**src/rtl/vid_is_stream_arbiter_if.sv**
```systemverilog
`default_nettype none
// ============================================================================
// Module   : vid_is_stream_arbiter_if
// Purpose  : Avalon-ST video beat bundle (data, valid, sop, eop, ready).
// Revision : 1.0
// ============================================================================
interface vid_is_stream_arbiter_if #(
  parameter int DATA_WIDTH = 20
);
  logic [DATA_WIDTH-1:0] data;
  logic                  valid;
  logic                  sop;
  logic                  eop;
  logic                  ready;

  modport master (output data, output valid, output sop, output eop, input ready);
  modport slave  (input data, input valid, input sop, input eop, output ready);
endinterface
`default_nettype wire

```
**src/rtl/vid_is_stream_arbiter.sv**
```systemverilog
`default_nettype none
// ============================================================================
// Module   : vid_is_stream_arbiter
// Purpose  : Two-input per-packet video arbiter; a control packet stays locked
//            to the video packet that follows it on the same input.
// Revision : 1.0
// ============================================================================
module vid_is_stream_arbiter #(
  parameter int DATA_WIDTH        = 20,
  parameter int FRAME_COUNT_WIDTH = 16
) (
  input  logic                         is_clk,
  input  logic                         rst_n,
  input  logic [1:0]                   en,
  vid_is_stream_arbiter_if.slave       in0,
  vid_is_stream_arbiter_if.slave       in1,
  vid_is_stream_arbiter_if.master      out,
  output logic                         active_input,
  output logic                         busy,
  output logic [FRAME_COUNT_WIDTH-1:0] frame_count0,
  output logic [FRAME_COUNT_WIDTH-1:0] frame_count1
);

  localparam logic [3:0] c_ptype_video = 4'd0;
  localparam logic [3:0] c_ptype_ctrl  = 4'd15;
  localparam logic [FRAME_COUNT_WIDTH-1:0] c_fc_one = {{(FRAME_COUNT_WIDTH-1){1'b0}}, 1'b1};

  typedef enum logic [2:0] {
    ST_IDLE       = 3'd0,
    ST_PASS_FIRST = 3'd1,
    ST_PASS_CTRL  = 3'd2,
    ST_PASS_OTHER = 3'd3,
    ST_WAIT_VIDEO = 3'd4,
    ST_PASS_VIDEO = 3'd5
  } state_t;

  state_t                 state_q, state_d;
  logic                   grant_q, grant_d;
  logic                   last_grant_q, last_grant_d;
  logic                   lock_q, lock_d;
  logic                   busy_q, busy_d;
  logic                   out_valid_q, out_valid_d;
  logic                   out_sop_q, out_sop_d;
  logic                   out_eop_q, out_eop_d;
  logic [DATA_WIDTH-1:0]  out_data_q, out_data_d;
  logic [FRAME_COUNT_WIDTH-1:0] frame_count0_q, frame_count0_d;
  logic [FRAME_COUNT_WIDTH-1:0] frame_count1_q, frame_count1_d;

  logic [1:0]            w_valid;
  logic [1:0]            w_sop;
  logic [1:0]            w_eop;
  logic [1:0]            w_req;
  logic [1:0]            w_ready;
  logic                  w_load_ok;
  logic                  w_pass;
  logic                  w_xfer;
  logic                  w_g_valid;
  logic                  w_g_sop;
  logic                  w_g_eop;
  logic                  w_pick;
  logic                  w_video_done;
  logic [DATA_WIDTH-1:0] w_g_data;
  logic [3:0]            w_g_ptype;

  assign w_valid   = {in1.valid, in0.valid};
  assign w_sop     = {in1.sop, in0.sop};
  assign w_eop     = {in1.eop, in0.eop};
  assign w_g_valid = w_valid[grant_q];
  assign w_g_sop   = w_sop[grant_q];
  assign w_g_eop   = w_eop[grant_q];
  assign w_g_data  = grant_q ? in1.data : in0.data;
  assign w_g_ptype = w_g_data[3:0];

  assign w_load_ok = ~out_valid_q | out.ready;
  assign w_pass    = state_q inside {ST_PASS_FIRST, ST_PASS_CTRL, ST_PASS_OTHER, ST_PASS_VIDEO};
  assign w_xfer    = w_pass & w_g_valid & w_load_ok;

  // Round-robin on a tie: the input that did not win last time goes first.
  assign w_req  = en & w_valid & w_sop;
  assign w_pick = (w_req == 2'b11) ? ~last_grant_q : w_req[1];

  assign w_video_done = w_xfer & w_g_eop &
                        (((state_q == ST_PASS_FIRST) && (w_g_ptype == c_ptype_video)) ||
                         (state_q == ST_PASS_VIDEO));

  // Beats without sop outside a packet are swallowed so they cannot stall an input.
  always_comb begin
    w_ready = 2'b00;
    if (w_pass) begin
      w_ready[grant_q] = w_load_ok;
    end else if (state_q == ST_IDLE) begin
      w_ready = en & w_valid & ~w_sop;
    end else if (state_q == ST_WAIT_VIDEO) begin
      w_ready[grant_q] = w_g_valid & ~w_g_sop;
    end
  end

  assign in0.ready = w_ready[0];
  assign in1.ready = w_ready[1];

  always_comb begin
    out_valid_d = out_valid_q;
    out_sop_d   = out_sop_q;
    out_eop_d   = out_eop_q;
    out_data_d  = out_data_q;
    if (w_load_ok) begin
      out_valid_d = w_xfer;
      out_sop_d   = w_xfer & w_g_sop;
      out_eop_d   = w_xfer & w_g_eop;
      if (w_xfer) begin
        out_data_d = w_g_data;
      end
    end
  end

  always_comb begin
    frame_count0_d = frame_count0_q;
    frame_count1_d = frame_count1_q;
    if (w_video_done) begin
      if (grant_q) begin
        frame_count1_d = frame_count1_q + c_fc_one;
      end else begin
        frame_count0_d = frame_count0_q + c_fc_one;
      end
    end
  end

  always_comb begin
    state_d      = state_q;
    grant_d      = grant_q;
    last_grant_d = last_grant_q;
    lock_d       = lock_q;
    case (state_q)
      ST_IDLE: begin
        lock_d = 1'b0;
        if (|w_req) begin
          grant_d      = w_pick;
          last_grant_d = w_pick;
          state_d      = ST_PASS_FIRST;
        end
      end
      ST_PASS_FIRST: begin
        if (w_xfer) begin
          if (w_g_eop) begin
            if (w_g_ptype == c_ptype_ctrl) begin
              lock_d  = 1'b1;
              state_d = ST_WAIT_VIDEO;
            end else begin
              lock_d  = 1'b0;
              state_d = ST_IDLE;
            end
          end else if (w_g_ptype == c_ptype_ctrl) begin
            lock_d  = 1'b1;
            state_d = ST_PASS_CTRL;
          end else if (w_g_ptype == c_ptype_video) begin
            state_d = ST_PASS_VIDEO;
          end else begin
            state_d = ST_PASS_OTHER;
          end
        end
      end
      ST_PASS_CTRL: begin
        if (w_xfer && w_g_eop) begin
          state_d = ST_WAIT_VIDEO;
        end
      end
      ST_PASS_OTHER: begin
        if (w_xfer && w_g_eop) begin
          state_d = lock_q ? ST_WAIT_VIDEO : ST_IDLE;
        end
      end
      ST_WAIT_VIDEO: begin
        if (w_g_valid && w_g_sop) begin
          state_d = ST_PASS_FIRST;
        end
      end
      ST_PASS_VIDEO: begin
        if (w_xfer && w_g_eop) begin
          lock_d  = 1'b0;
          state_d = ST_IDLE;
        end
      end
      default: begin
        lock_d  = 1'b0;
        state_d = ST_IDLE;
      end
    endcase
  end

  assign busy_d = (state_d != ST_IDLE);

  always_ff @(posedge is_clk or negedge rst_n) begin
    if (!rst_n) begin
      state_q        <= ST_IDLE;
      grant_q        <= 1'b0;
      last_grant_q   <= 1'b1;
      lock_q         <= 1'b0;
      busy_q         <= 1'b0;
      out_valid_q    <= 1'b0;
      out_sop_q      <= 1'b0;
      out_eop_q      <= 1'b0;
      out_data_q     <= '0;
      frame_count0_q <= '0;
      frame_count1_q <= '0;
    end else begin
      state_q        <= state_d;
      grant_q        <= grant_d;
      last_grant_q   <= last_grant_d;
      lock_q         <= lock_d;
      busy_q         <= busy_d;
      out_valid_q    <= out_valid_d;
      out_sop_q      <= out_sop_d;
      out_eop_q      <= out_eop_d;
      out_data_q     <= out_data_d;
      frame_count0_q <= frame_count0_d;
      frame_count1_q <= frame_count1_d;
    end
  end

  assign out.valid    = out_valid_q;
  assign out.sop      = out_sop_q;
  assign out.eop      = out_eop_q;
  assign out.data     = out_data_q;
  assign active_input = last_grant_q;
  assign busy         = busy_q;
  assign frame_count0 = frame_count0_q;
  assign frame_count1 = frame_count1_q;

endmodule
`default_nettype wire
```
**src/flat_wrapper.sv**
```systemverilog
// flat-port wrapper written by rule: the top's interface ports become plain ports
module vid_is_stream_arbiter_flat 
#(
  parameter int DATA_WIDTH        = 20,
  parameter int FRAME_COUNT_WIDTH = 16
)
  (is_clk, rst_n, en, active_input, busy, frame_count0, frame_count1, in0_data, in0_valid, in0_sop, in0_eop, in0_ready, in1_data, in1_valid, in1_sop, in1_eop, in1_ready, out_data, out_valid, out_sop, out_eop, out_ready);
  vid_is_stream_arbiter_if #(.DATA_WIDTH(DATA_WIDTH)) in0_i ();
  vid_is_stream_arbiter_if #(.DATA_WIDTH(DATA_WIDTH)) in1_i ();
  vid_is_stream_arbiter_if #(.DATA_WIDTH(DATA_WIDTH)) out_i ();
  input  logic is_clk;
  input  logic rst_n;
  input  logic [1:0] en;
  output logic active_input;
  output logic busy;
  output logic [FRAME_COUNT_WIDTH-1:0] frame_count0;
  output logic [FRAME_COUNT_WIDTH-1:0] frame_count1;
  input wire logic [$bits(in0_i.data)-1:0] in0_data;
  input wire logic [$bits(in0_i.valid)-1:0] in0_valid;
  input wire logic [$bits(in0_i.sop)-1:0] in0_sop;
  input wire logic [$bits(in0_i.eop)-1:0] in0_eop;
  output wire logic [$bits(in0_i.ready)-1:0] in0_ready;
  input wire logic [$bits(in1_i.data)-1:0] in1_data;
  input wire logic [$bits(in1_i.valid)-1:0] in1_valid;
  input wire logic [$bits(in1_i.sop)-1:0] in1_sop;
  input wire logic [$bits(in1_i.eop)-1:0] in1_eop;
  output wire logic [$bits(in1_i.ready)-1:0] in1_ready;
  output wire logic [$bits(out_i.data)-1:0] out_data;
  output wire logic [$bits(out_i.valid)-1:0] out_valid;
  output wire logic [$bits(out_i.sop)-1:0] out_sop;
  output wire logic [$bits(out_i.eop)-1:0] out_eop;
  input wire logic [$bits(out_i.ready)-1:0] out_ready;
  assign in0_i.data = in0_data;
  assign in0_i.valid = in0_valid;
  assign in0_i.sop = in0_sop;
  assign in0_i.eop = in0_eop;
  assign in0_ready = in0_i.ready;
  assign in1_i.data = in1_data;
  assign in1_i.valid = in1_valid;
  assign in1_i.sop = in1_sop;
  assign in1_i.eop = in1_eop;
  assign in1_ready = in1_i.ready;
  assign out_data = out_i.data;
  assign out_valid = out_i.valid;
  assign out_sop = out_i.sop;
  assign out_eop = out_i.eop;
  assign out_i.ready = out_ready;
  vid_is_stream_arbiter #(.DATA_WIDTH(DATA_WIDTH), .FRAME_COUNT_WIDTH(FRAME_COUNT_WIDTH)) u_core (.is_clk(is_clk), .rst_n(rst_n), .en(en), .in0(in0_i), .in1(in1_i), .out(out_i), .active_input(active_input), .busy(busy), .frame_count0(frame_count0), .frame_count1(frame_count1));
endmodule
```
**config.mk**
```make
export PLATFORM = sky130hd
export DESIGN_NAME = vid_is_stream_arbiter_flat
export DESIGN_NICKNAME = d
export VERILOG_FILES = /design/src/rtl/vid_is_stream_arbiter_if.sv /design/src/rtl/vid_is_stream_arbiter.sv /design/src/flat_wrapper.sv
export SDC_FILE = /design/constraint.sdc
export NUM_CORES = 1
export LEC_CHECK = 0
export ABC_AREA = 1
export BUFFER_PORTS_ARGS = -buffer_cell sky130_fd_sc_hd__buf_2
export CORE_ASPECT_RATIO = 1.5
export CORE_UTILIZATION = 55
export DETAILED_ROUTE_END_ITERATION = 10
export PLACE_DENSITY = 0.85
export SLEW_MARGIN = 0
export SYNTH_ARGS = -nofsm -noshare
export SYNTH_HDL_FRONTEND = slang
export SYNTH_SLANG_ARGS = --single-unit
```
**constraint.sdc**
```tcl
create_clock -name is_clk -period 4.5 [get_ports is_clk]
set_input_delay 0.9 -clock is_clk [delete_from_list [all_inputs] [get_ports is_clk]]
set_output_delay 0.9 -clock is_clk [all_outputs]
set_load 0.03 [all_outputs]
```
==> results of run 1 <==
layout by cell type (no fill, tap or decap), types with 10 or more instances in the layout:
| cell | Yosys | layout |
|---|---|---|
| nor2_1 | 69 | 69 |
| inv_1 | 28 | 28 |
| nand2_1 | 176 | 176 |
| nand3_1 | 25 | 25 |
| clkbuf_8 | 0 | 10 |
| nor3_1 | 11 | 11 |
| xnor2_1 | 11 | 11 |
| o31ai_1 | 16 | 16 |
| dfrtp_1 | 61 | 61 |
| xor2_1 | 17 | 17 |
| buf_2 | 4 | 109 |
cells in the mapped netlist (7+ instances only):
cell     count
nand4_1      7
o31ai_1     16
xnor2_1     11
dfrtp_1     61
nor3_1      11
nand2_1    176
inv_1       28
nor2_1      69
o21ai_0      8
o21ai_1      7
nand3_1     25
xor2_1      17
worst max-delay path, stage by stage, from the launching register on:
cell	delay, ns
dfrtp_1	0.39
inv_2	0.36
nand2_1	0.17
nand2_4	0.13
nand3_4	0.31
nor2_2	0.22
nand2_1	0.08
inv_2	0.09
nand3_1	0.55
inv_2	0.42
nand2_1	0.11
nand2_1	0.07
registers in the layout, summed over array words and instances, names as in the netlist:
signal and count:
u_core.frame_count0 16, u_core.out.sop 1, u_core.busy 1, u_core.out.valid 1
u_core.active_input 1, u_core.out.eop 1, u_core.grant_q 1, u_core.frame_count1 16
u_core.lock_q 1, u_core.out.data 20, u_core.state_q 3
area by class of cell:
| class | instances | area [um^2] | share of cell area, % |
|---|---|---|---|
| clock buffers | 10 | 138 | 3.24 |
| repair buffers | 111 | 561 | 13.2 |
| well taps | 74 | 92.6 | 2.18 |
| clock inverters | 6 | 85.1 | 2.00 |
| multi-input cells | 360 | 1700 | 40.0 |
| inverters | 33 | 124 | 2.91 |
| flip-flops and latches | 62 | 1550 | 36.5 |
metrics by stage:
stage	hold slack [ns]	util, %	instance area (um^2)	setup slack [ns]
5_1_grt	0.489	69.9	4250	1.20
6_report	0.477	69.9	4250	1.54
3_5_place_dp	0.462	66.2	4030	1.39
2_1_floorplan	0.454	-	3460	1.87
3_3_place_gp	0.459	66.2	4030	1.50
4_1_cts	0.479	69.9	4250	1.52
routing by layer:
| layer | wire length (um) | vias to the layer above | GRT usage, % |
|---|---|---|---|
| met1 | 3380 | 1569 | 32.2 |
| li1 | - | 1699 | - |
| met5 | 0 | - | 0 |
| met2 | 4470 | 127 | 47.2 |
| met3 | 408 | 16 | 4.93 |
| met4 | 197 | 0 | 13.6 |
logic make-up after synthesis:
kind of cell | count (synthesis)
AOI/OAI and AO/OA | 35
xor gates and xnor gates | 28
adders and majority gates | 2
buffers and inverters | 47
DFF | 62
and+or+nand+nor | 295
power groups by stage:
| stage | registers (W) | logic, W | clock network (W) |
|---|---|---|---|
| floorplan | 0.00102 | 0.000526 | 0 |
| global placement | 0.000800 | 0.00101 | 0 |
| detailed placement | 0.000798 | 0.00104 | 0 |
| CTS | 0.000795 | 0.00104 | 0.000559 |
| global route | 0.000811 | 0.00113 | 0.000580 |
| finish | 0.000795 | 0.00103 | 0.000553 |
how the worst min path moves through the flow:
stage,from,to,slack [ns],cells past startpoint
2_1_floorplan,u_core.lock_q$_DFFE_PN0P_,u_core.lock_q$_DFFE_PN0P_,0.45,2
3_3_place_gp,u_core.out.data[8]$_DFFE_PN0P_,u_core.out.data[8]$_DFFE_PN0P_,0.46,2
3_5_place_dp,u_core.out.data[0]$_DFFE_PN0P_,u_core.out.data[0]$_DFFE_PN0P_,0.46,2
4_1_cts,u_core.out.data[0]$_DFFE_PN0P_,u_core.out.data[0]$_DFFE_PN0P_,0.48,2
5_1_grt,u_core.out.data[0]$_DFFE_PN0P_,u_core.out.data[0]$_DFFE_PN0P_,0.49,2
6_report,u_core.out.data[0]$_DFFE_PN0P_,u_core.out.data[0]$_DFFE_PN0P_,0.48,2
==> results by group, run 1 <==
Pwr
  • Sw Ratio: 44.9%
  • Leak Pwr: 2.27 nW
  • Int Power: around 0.0013 W
  • Clk pwr share: 23.2%
  • P_sw: 0.00107 W
  • Post-layout power: 0.00238 W
  • Power per cell area: ~560 nW/um^2
  • Peak supply drop: 0.400 mV
  • Seq pwr share: 33.4%
  • Comb power frac: 43.4%

Floorplan
  • Die area: 6620 um^2
  • Rows: 35
  • I/O pin total: 110
  • Initial core utilization: a little under three fifths
  • Die width: 66.7 um
  • Core box area: 6090 um^2
  • Die Height: slightly below 100 um

Setup path
  • CP Class: reg2reg
  • R2r endpoint: u_core.frame_count0[10]$_DFFE_PN0P_
  • CP Launch Point: u_core.grant_q$_DFFE_PN0P_
  • Crit end category: register
  • CP Capture Point: u_core.frame_count0[10]$_DFFE_PN0P_
  • Worst Reg-to-Reg Cells: 11
  • RR Startpoint: u_core.grant_q$_DFFE_PN0P_
  • Worst Path Required: 4.78 ns
  • WP data arrival: between 3 and 4 ns
  • CP startpoint kind: register
  • Worst-path fanout max: 37
  • Reg2Reg Setup Slack: 1.54 ns

Logic synthesis
  • Post-Synth XOR/XNOR Area: between 7 and 8%
  • Share of the synthesized area in the top cell type: about 44%
  • Largest cells by area after synthesis: dfrtp_1, nand2_1, nor2_1
  • Synth Area in Adders: less than 1%
  • Main combinational cell family by area after synthesis: simple AND/OR/NAND/NOR gates
  • Syn Nets: between 500 and 600
  • Synth cell types: 28
  • Ys async rst share: 100%
  • Post-synth EDFFs: 0
  • Post-Syn Area: between 3000 and 4000 um^2
  • Simple-Gate Fraction of Synth Area: 34.9%
  • #FFs+latches synth: 62
  • Area leader, netlist: dfrtp_1
  • Cells after Synth: 469
  • Multiplexer share of the synthesized area: 0%
  • Compound-Gate Fraction of Synth Area: 6.44%
  • Synth Warn #: 0
  • Sequential-to-total area share from yosys stat: 44.9%
  • Average size of a mapped cell: 7.37 um^2
  • Main flop type after synthesis: dfrtp_1

STA
  • Maximum clock rate: 0.338 GHz
  • Final setup vio count: 0
  • Max_slew headroom: just under 50%
  • Final hold violation count: 0
  • Tmin final: 2.96 ns
  • Worst slew pin tran: 0.774 ns
  • Setup_tns: 0 ns
  • Max Slew Vio Count: 0
  • RSZ-0062 raised after global routing: no
  • Fin crit share: 65.8%
  • Clock Skew: 0.0100 ns

Drt
  • Iter 0 DRT Violations: between 200 and 250
  • Vias: 3411
  • Routed len/inst: 12.9 um
  • Post-route ant nets: 0
  • DR vias/cell: 5.20
  • DRC viols: 0
  • DR pass1 iterations: 4
  • WL final: 8460 um

Clocking
  • Clock tree from TritonCTS: yes
  • TritonCTS Buffers: 9
  • Hold_buf cts: 0
  • CTS root buffer: clkbuf_8
  • H-tree depth: 3
  • Clock-pin slew on the worst setup and hold paths: 0.07 ns
  • Clk_lat worst skew: 0.35 ns
  • Sink Count: 62
  • Clk buf depth: 2
  • Setup repair bufs after CTS: 0
  • Post-CTS Resized: 0

Place
  • Placer congestion estimate: about 0.9
  • Port Buffers: about 110
  • Placed cells: 640
  • DP Wirelength: 6020 um

Global route
  • Total GRT Usage: 27.5%
  • Global-route wire length before repair: 13900 um
  • Largest net degree at the start of global routing: 39
  • Total gr overflow: 0
  • Initial antenna violation count: 0
  • Vias in the first global route: 3206

Layout
  • Layout cells sized above 1: 23.9%
  • ANT cells: 0
  • # fillers: between 500 and 600
  • Area growth syn-to-layout: 23.0%
  • Final non-filler cell total: 656
  • Final net count: 630

Job
  • Max-Cap Viols: 0

Outcome
  • Status: completed

Hold path
  • Hold WC Path Type: reg2reg
No activity file was read; power rests on OpenSTA's default activity.
==> run 2, diff against run 1 <==
Settings changed: CORE_UTILIZATION 55 to 46, PLACE_DENSITY 0.85 to 0.76.
Clock period 4.5 ns to 2.7 ns, I/O delays scaled along.
==> results by group, run 2 (same netlist as run 1, synthesis figures left out) <==
Outcome
  • Status: completed

Layout
  • Max FFs per register: 20 (unchanged)
  • ANT cells: 0 (unchanged)
  • Final net count: 633 (+0.48%)
  • Layout cells sized above 1: 24.1% (+0.22 points)
  • Area growth syn-to-layout: 25.3%
  • Commonest non-fill, non-tap cells in the layout: nand2_1, buf_2, nor2_1
  • Commonest non-fill, non-tap cell in the layout: nand2_1
  • Final non-filler cell total: 685 (+4.4%)

Drt
  • Vias: 3356 (-1.6%)
  • Post-route ant nets: 0 (unchanged)
  • DRC viols: 0 (unchanged)
  • WL final: 8170 um (-3.4%)
  • Routed len/inst: 11.9 um (-7.5%)
  • DR pass1 iterations: 4 (unchanged)
  • Iter 0 DRT Violations: 189 (-22%)
  • DR vias/cell: 4.90 (-5.8%)

STA
  • Final worst setup slack: 0.493 ns (-1.05 ns)
  • Clock Skew: 0.00727 ns (-0.00278 ns)
  • Final hold violation count: 0 (unchanged)
  • Final setup vio count: 0 (unchanged)
  • Max Slew Vio Count: 0 (unchanged)
  • Maximum clock rate: 0.453 GHz
  • Fin crit share: 81.7%
  • Max_slew headroom: 58.5% (+10 points)
  • Setup_tns: 0 ns (unchanged)
  • Tmin final: approximately 2.2 ns
  • Worst slew pin tran: 0.623 ns (-0.152 ns)
  • RSZ-0062 raised after global routing: no

Setup path
  • Reg2Reg Setup Slack: 0.67 ns (-0.87 ns)
  • Worst Path Required: 2.16 ns (-2.62 ns)
  • WP data arrival: 1.67 ns (-1.57 ns)
  • CP Class: reg2out
  • RR Startpoint: u_core.grant_q$_DFFE_PN0P_
  • CP Launch Point: u_core.grant_q$_DFFE_PN0P_
  • Worst Reg-to-Reg Cells: 11 (unchanged)
  • R2r endpoint: u_core.frame_count1[14]$_DFFE_PN0P_
  • Crit end category: primary output
  • CP startpoint kind: register
  • Worst-path fanout max: 21 (-43%)

Clocking
  • TritonCTS Buffers: 9 (unchanged)
  • Clk buf depth: 2 (unchanged)
  • Hold_buf cts: 0 (unchanged)
  • Clk_lat worst skew: 0.34 ns (about the same)
  • Clock tree from TritonCTS: yes
  • Clock-pin slew on the worst setup and hold paths: 0.07 ns (about the same)
  • H-tree depth: 3 (unchanged)
  • Post-CTS Resized: 0 (unchanged)
  • Setup repair bufs after CTS: 0 (unchanged)
  • Sink Count: 62 (unchanged)
  • CTS root buffer: clkbuf_8

Place
  • Placer congestion estimate: 0.903 (+0.13%)
  • DP Wirelength: 6040 um (+0.33%)
  • Place WS: 0.653 ns (-0.740 ns)
  • Placed cells: 669 (+4.5%)
  • Port Buffers: 109 (unchanged)

Floorplan
  • Initial core utilization: 47.5% (-9.3 points)
  • Die Height: 108 um (+9.2%)
  • Die area: 7880 um^2 (+19%)
  • Die width: 72.8 um (+9.1%)
  • I/O pin total: 110 (unchanged)
  • Rows: 38 (+8.6%)
  • Core box area: 7270 um^2 (+20%)

Global route
  • Largest net degree at the start of global routing: 38 (-2.6%)
  • Total gr overflow: 0 (unchanged)
  • Vias in the first global route: 3208 (+0.062%)
  • Global-route wire length before repair: 14000 um (+0.70%)
  • Total GRT Usage: 23.2% (-4.3 points)
  • Initial antenna violation count: 0 (unchanged)

Job
  • Max-Cap Viols: 0 (unchanged)

Pwr
  • Peak supply drop: 0.630 mV (+58%)
  • Power per cell area: 923 nW/um^2 (+65%)
  • Leak Pwr: 2.30 nW (+1.3%)

Hold path
  • Hold WC Path Type: in2async
run 2: cell count changes in the layout (fill, tap and decap cells not counted):
cell / before / now
clkinvlp_4: 2 / 0
clkbuf_8: 10 / 12
clkinv_2: 2 / 1
buf_4: 2 / 4
clkbuf_1: 0 / 1
buf_12: 0 / 1
run 2: worst max-delay path by stage:
stage	cells past startpoint	slack [ns]	endpoint
after floorplan	4	0.70	in0_ready
after global placement	10	0.68	u_core.frame_count1[10]$_DFFE_PN0P_
after detailed placement	11	0.65	u_core.frame_count1[14]$_DFFE_PN0P_
after CTS	5	0.47	in0_ready
after global routing	6	0.37	in0_ready
final	5	0.49	in0_ready
run 2: area by class of cell:
class                   count  area (um^2)
clock inverters             3         65.1
flip-flops and latches     62         1550
repair buffers            114          596
fillers                   694         2940
multi-input cells         360         1700
clock buffers              13          169
inverters                  33          124
well taps                 100          125
run 2: critical path: stages, from the launching register on:
cell and delay (ns):
dfrtp_1 0.48, inv_2 0.15, buf_4 0.26, nand4_1 0.12, o221ai_1 0.08, buf_2 0.23
run 2: stage by stage:
step | utilization [%] | hold slack, ns | power [W] | cell area [um^2]
floorplan | - | 0.244 | 0.00257 | 3460
global route | 59.6 | 0.243 | 0.00430 | 4330
CTS | 59.6 | 0.218 | 0.00403 | 4330
detailed placement | 56.3 | 0.465 | 0.00307 | 4100
global placement | 56.3 | 0.462 | 0.00303 | 4100
finish | 59.6 | 0.207 | 0.00400 | 4330
run 2: report_power, final:
| group | internal, W | switching [W] | leakage [nW] |
|---|---|---|---|
| logic | 0.000497 | 0.00122 | 1.36 |
| registers | 0.00117 | 0.000164 | 0.819 |
| clock network | 0.000594 | 0.000353 | 0.120 |
run 2: per-layer routing:
layer | track usage (%) | up-vias | routed length [um]
met5 | 0 | - | 0
met4 | 14.0 | 0 | 188
met3 | 3.82 | 15 | 287
met2 | 39.2 | 100 | 4110
met1 | 27.2 | 1529 | 3590
li1 | - | 1712 | -
==> run 3, diff against run 2 <==
Settings changed: ABC_AREA 1 to 0, CORE_UTILIZATION 46 to 50, PLACE_DENSITY 0.76 to 0.8.
Clock period 2.7 ns to 2.1 ns, I/O delays scaled along.
==> results by group, run 3 <==
Outcome
  • Status: finished with violations
  • Failing checks: setup timing

Setup path
  • RR Startpoint: u_core.state_q[2]$_DFF_PN0_
  • Worst-path fanout max: 7 (-67%)
  • CP startpoint kind: register
  • CP Class: reg2reg
  • Crit end category: register
  • Worst Path Required: 2.37 ns (+0.21 ns)
  • CP Cell Sequence: and2_4 -> or4_4 -> a2111o_2 -> nor4_2 -> xor2_1
  • R2r endpoint: u_core.frame_count0[13]$_DFFE_PN0P_
  • Crit path max-delay family: simple AND/OR/NAND/NOR gates
  • CP Capture Point: u_core.frame_count0[13]$_DFFE_PN0P_
  • Crit-path max cell delay: 0.53 ns (+0.05 ns)
  • WP buf/inv: 0 (-3)
  • Crit path max-delay cell type: or4_4
  • WP data arrival: 2.50 ns (+0.83 ns)
  • Reg2Reg Setup Slack: -0.14 ns (-0.81 ns)
  • Worst Reg-to-Reg Cells: 5 (-6)
  • CP Launch Point: u_core.state_q[2]$_DFF_PN0_
  • Crit. path cell count: 5 (unchanged)

Layout
  • Commonest non-fill, non-tap cell in the layout: buf_2
  • Layout cells sized above 1: 43.2% (+19 points)
  • Commonest non-fill, non-tap cells in the layout: buf_2, dfrtp_1, nand2_1
  • Area growth syn-to-layout: 39.9%
  • Final net count: 502 (-21%)
  • Max FFs per register: 20 (unchanged)
  • ANT cells: 0 (unchanged)

Floorplan
  • I/O pin total: 110 (unchanged)
  • Die area: 6550 um^2 (-17%)
  • Initial core utilization: 52.6% (+5.1 points)
  • Core box area: 5910 um^2 (-19%)
  • Die width: 66.4 um (-8.8%)
  • Die Height: 98.6 um (-8.9%)
  • Rows: 34 (-11%)

Clocking
  • Hold_buf cts: 0 (unchanged)
  • Clock-pin slew on the worst setup and hold paths: 0.07 ns (about the same)
  • Clock tree from TritonCTS: yes
  • TritonCTS Buffers: 9 (unchanged)
  • Clk buf depth: 2 (unchanged)
  • Clk_lat worst skew: 0.34 ns (about the same)
  • H-tree depth: 3 (unchanged)
  • CTS root buffer: clkbuf_8
  • Sink Count: 62 (unchanged)

Logic synthesis
  • Compound-Gate Fraction of Synth Area: 9.45% (+3.0 points)
  • Cells after Synth: 310 (-34%)
  • Post-synth EDFFs: 0 (unchanged)
  • Syn Nets: 363 (-30%)
  • Sequential-to-total area share from yosys stat: 49.9% (+5.0 points)
  • Simple-Gate Fraction of Synth Area: 20.7% (-14 points)
  • Share of the synthesized area in the top cell type: 49.1% (+4.9 points)
  • Main combinational cell family by area after synthesis: simple AND/OR/NAND/NOR gates
  • Ys async rst share: 100% (unchanged)
  • Area leader, netlist: dfrtp_1
  • Main flop type after synthesis: dfrtp_1
  • Synth cell count leaders: dfrtp_1, nand2_1, o21ai_0
  • Post-Synth XOR/XNOR Area: 8.45% (+1.4 points)
  • Synth Area in Adders: 0.805% (+0.081 points)
  • Most common cell in the synthesized netlist: dfrtp_1
  • Multiplexer share of the synthesized area: 7.80% (+7.8 points)
  • Synth cell types: 41 (+46%)
  • Largest cells by area after synthesis: dfrtp_1, mux2i_1, xor2_1
  • #FFs+latches synth: 62 (unchanged)
  • Average size of a mapped cell: 10.0 um^2 (+36%)
  • Post-Syn Area: 3110 um^2 (-10%)
  • Synth Warn #: 0 (unchanged)

STA
  • Max_slew headroom: 66.9% (+8.4 points)
  • Tmin final: 2.24 ns
  • Final setup vio count: 31 (+31)
  • Final hold violation count: 0 (unchanged)
  • Worst slew pin tran: 0.495 ns (-0.127 ns)
  • Clock Skew: 0.0117 ns (+0.00446 ns)
  • Maximum clock rate: 0.447 GHz
  • Worst hold slack: 0.0708 ns (-0.136 ns)
  • Final worst setup slack: -0.137 ns (-0.630 ns)
  • Max Slew Vio Count: 0 (unchanged)
  • RSZ-0062 raised after global routing: yes
  • Fin crit share: 107%

Drt
  • DRC viols: 0 (unchanged)
  • DR pass1 iterations: 5 (+1)
  • Routed len/inst: 15.2 um (+27%)
  • Iter 0 DRT Violations: 152 (-20%)
  • WL final: 8000 um (-2.1%)
  • Post-route ant nets: 0 (unchanged)
  • DR vias/cell: 5.58 (+14%)
  • Vias: 2937 (-12%)

Place
  • Port Buffers: 109 (unchanged)
  • Place WS: -0.171 ns (-0.824 ns)
  • Placer congestion estimate: 0.899 (-0.41%)
  • DP Wirelength: 5710 um (-5.4%)

Global route
  • Vias in the first global route: 2945 (-8.2%)
  • Largest net degree at the start of global routing: 63 (+66%)
  • Total GRT Usage: 26.9% (+3.7 points)
  • Initial antenna violation count: 0 (unchanged)
  • Global-route wire length before repair: 13400 um (-4.5%)
  • Total gr overflow: 0 (unchanged)

Pwr
  • Leak Pwr: 2.22 nW (-3.7%)
  • Power per cell area: 1230 nW/um^2 (+33%)
  • Peak supply drop: 0.956 mV (+52%)

Hold path
  • Hold WC Path Type: in2async

Job
  • Max-Cap Viols: 0 (unchanged)
[run 3: logic make-up (layout without fill, tap and decap cells)]
family,after synthesis,after routing
compound gates,47,47
flops,62,62
mux,24,24
fa+ha+maj,2,2
xor+xnor,30,30
simple gates,126,126
buf+inv,19,163
[run 3: area by class of cell]
cell class | instances | area [um^2]
Multi-Input combinational cell | 229 | 1630
Fill cell | 411 | 1560
Sequential cell | 62 | 1560
Timing Repair Buffer | 142 | 847
Clock buffer | 11 | 151
Tap cell | 72 | 90.1
Clock inverter | 5 | 57.6
Inverter | 5 | 18.8
[run 3: how the worst min path moves through the flow]
stage	startpoint	endpoint	slack, ns	cells past startpoint
2_1_floorplan	rst_n	u_core.busy$_DFF_PN0_	0.12	0
3_3_place_gp	u_core.frame_count0[15]$_DFFE_PN0P_	u_core.frame_count0[15]$_DFFE_PN0P_	0.45	1
3_5_place_dp	rst_n	u_core.frame_count1[12]$_DFFE_PN0P_	0.45	2
4_1_cts	rst_n	u_core.out.data[5]$_DFFE_PN0P_	0.1	2
5_1_grt	rst_n	u_core.out.data[7]$_DFFE_PN0P_	0.1	2
6_report	rst_n	u_core.frame_count1[11]$_DFFE_PN0P_	0.07	2
[run 3: where the power goes]
group	internal [W]	switching [W]	total [W]
Clock	0.000610	0.000490	0.00110
Sequential	0.00153	0.000207	0.00174
Combinational	0.000909	0.00160	0.00251
Total	0.00305	0.00230	0.00535
[run 3: stage by stage]
step	total power [W]	utilization, %	area, um^2	setup TNS [ns]	cells
3_3_place_gp	0.00404	67.8	4010	-1.43	504
3_5_place_dp	0.00409	67.8	4010	-2.08	504
6_report	0.00535	73.6	4350	-1.86	526
2_1_floorplan	0.00336	-	3240	-2.20	310
4_1_cts	0.00520	71.9	4250	-1.57	521
5_1_grt	0.00564	73.6	4350	-4.40	526
[run 3: metal layers]
layer | global-route usage, % | up-vias | wire, um
met5 | 0 | - | 0
met1 | 30.4 | 1386 | 3040
met4 | 12.8 | 0 | 276
met2 | 46.2 | 139 | 4240
li1 | - | 1385 | -
met3 | 6.48 | 27 | 443
[run 3: worst reg2reg max path: cells and delay by family (launching register included)]
kind / cells / cell delay [ns]
simple gates: 3 / 1.11
xor+xnor: 1 / 0.18
flops: 1 / 0.39
compound gates: 1 / 0.48
[run 3: what timing repair did]
item	4_1_cts	5_1_grt
pin swaps	1	3
gates resized for setup	5	18
setup endpoints to repair	28	36
buffers inserted	1	5
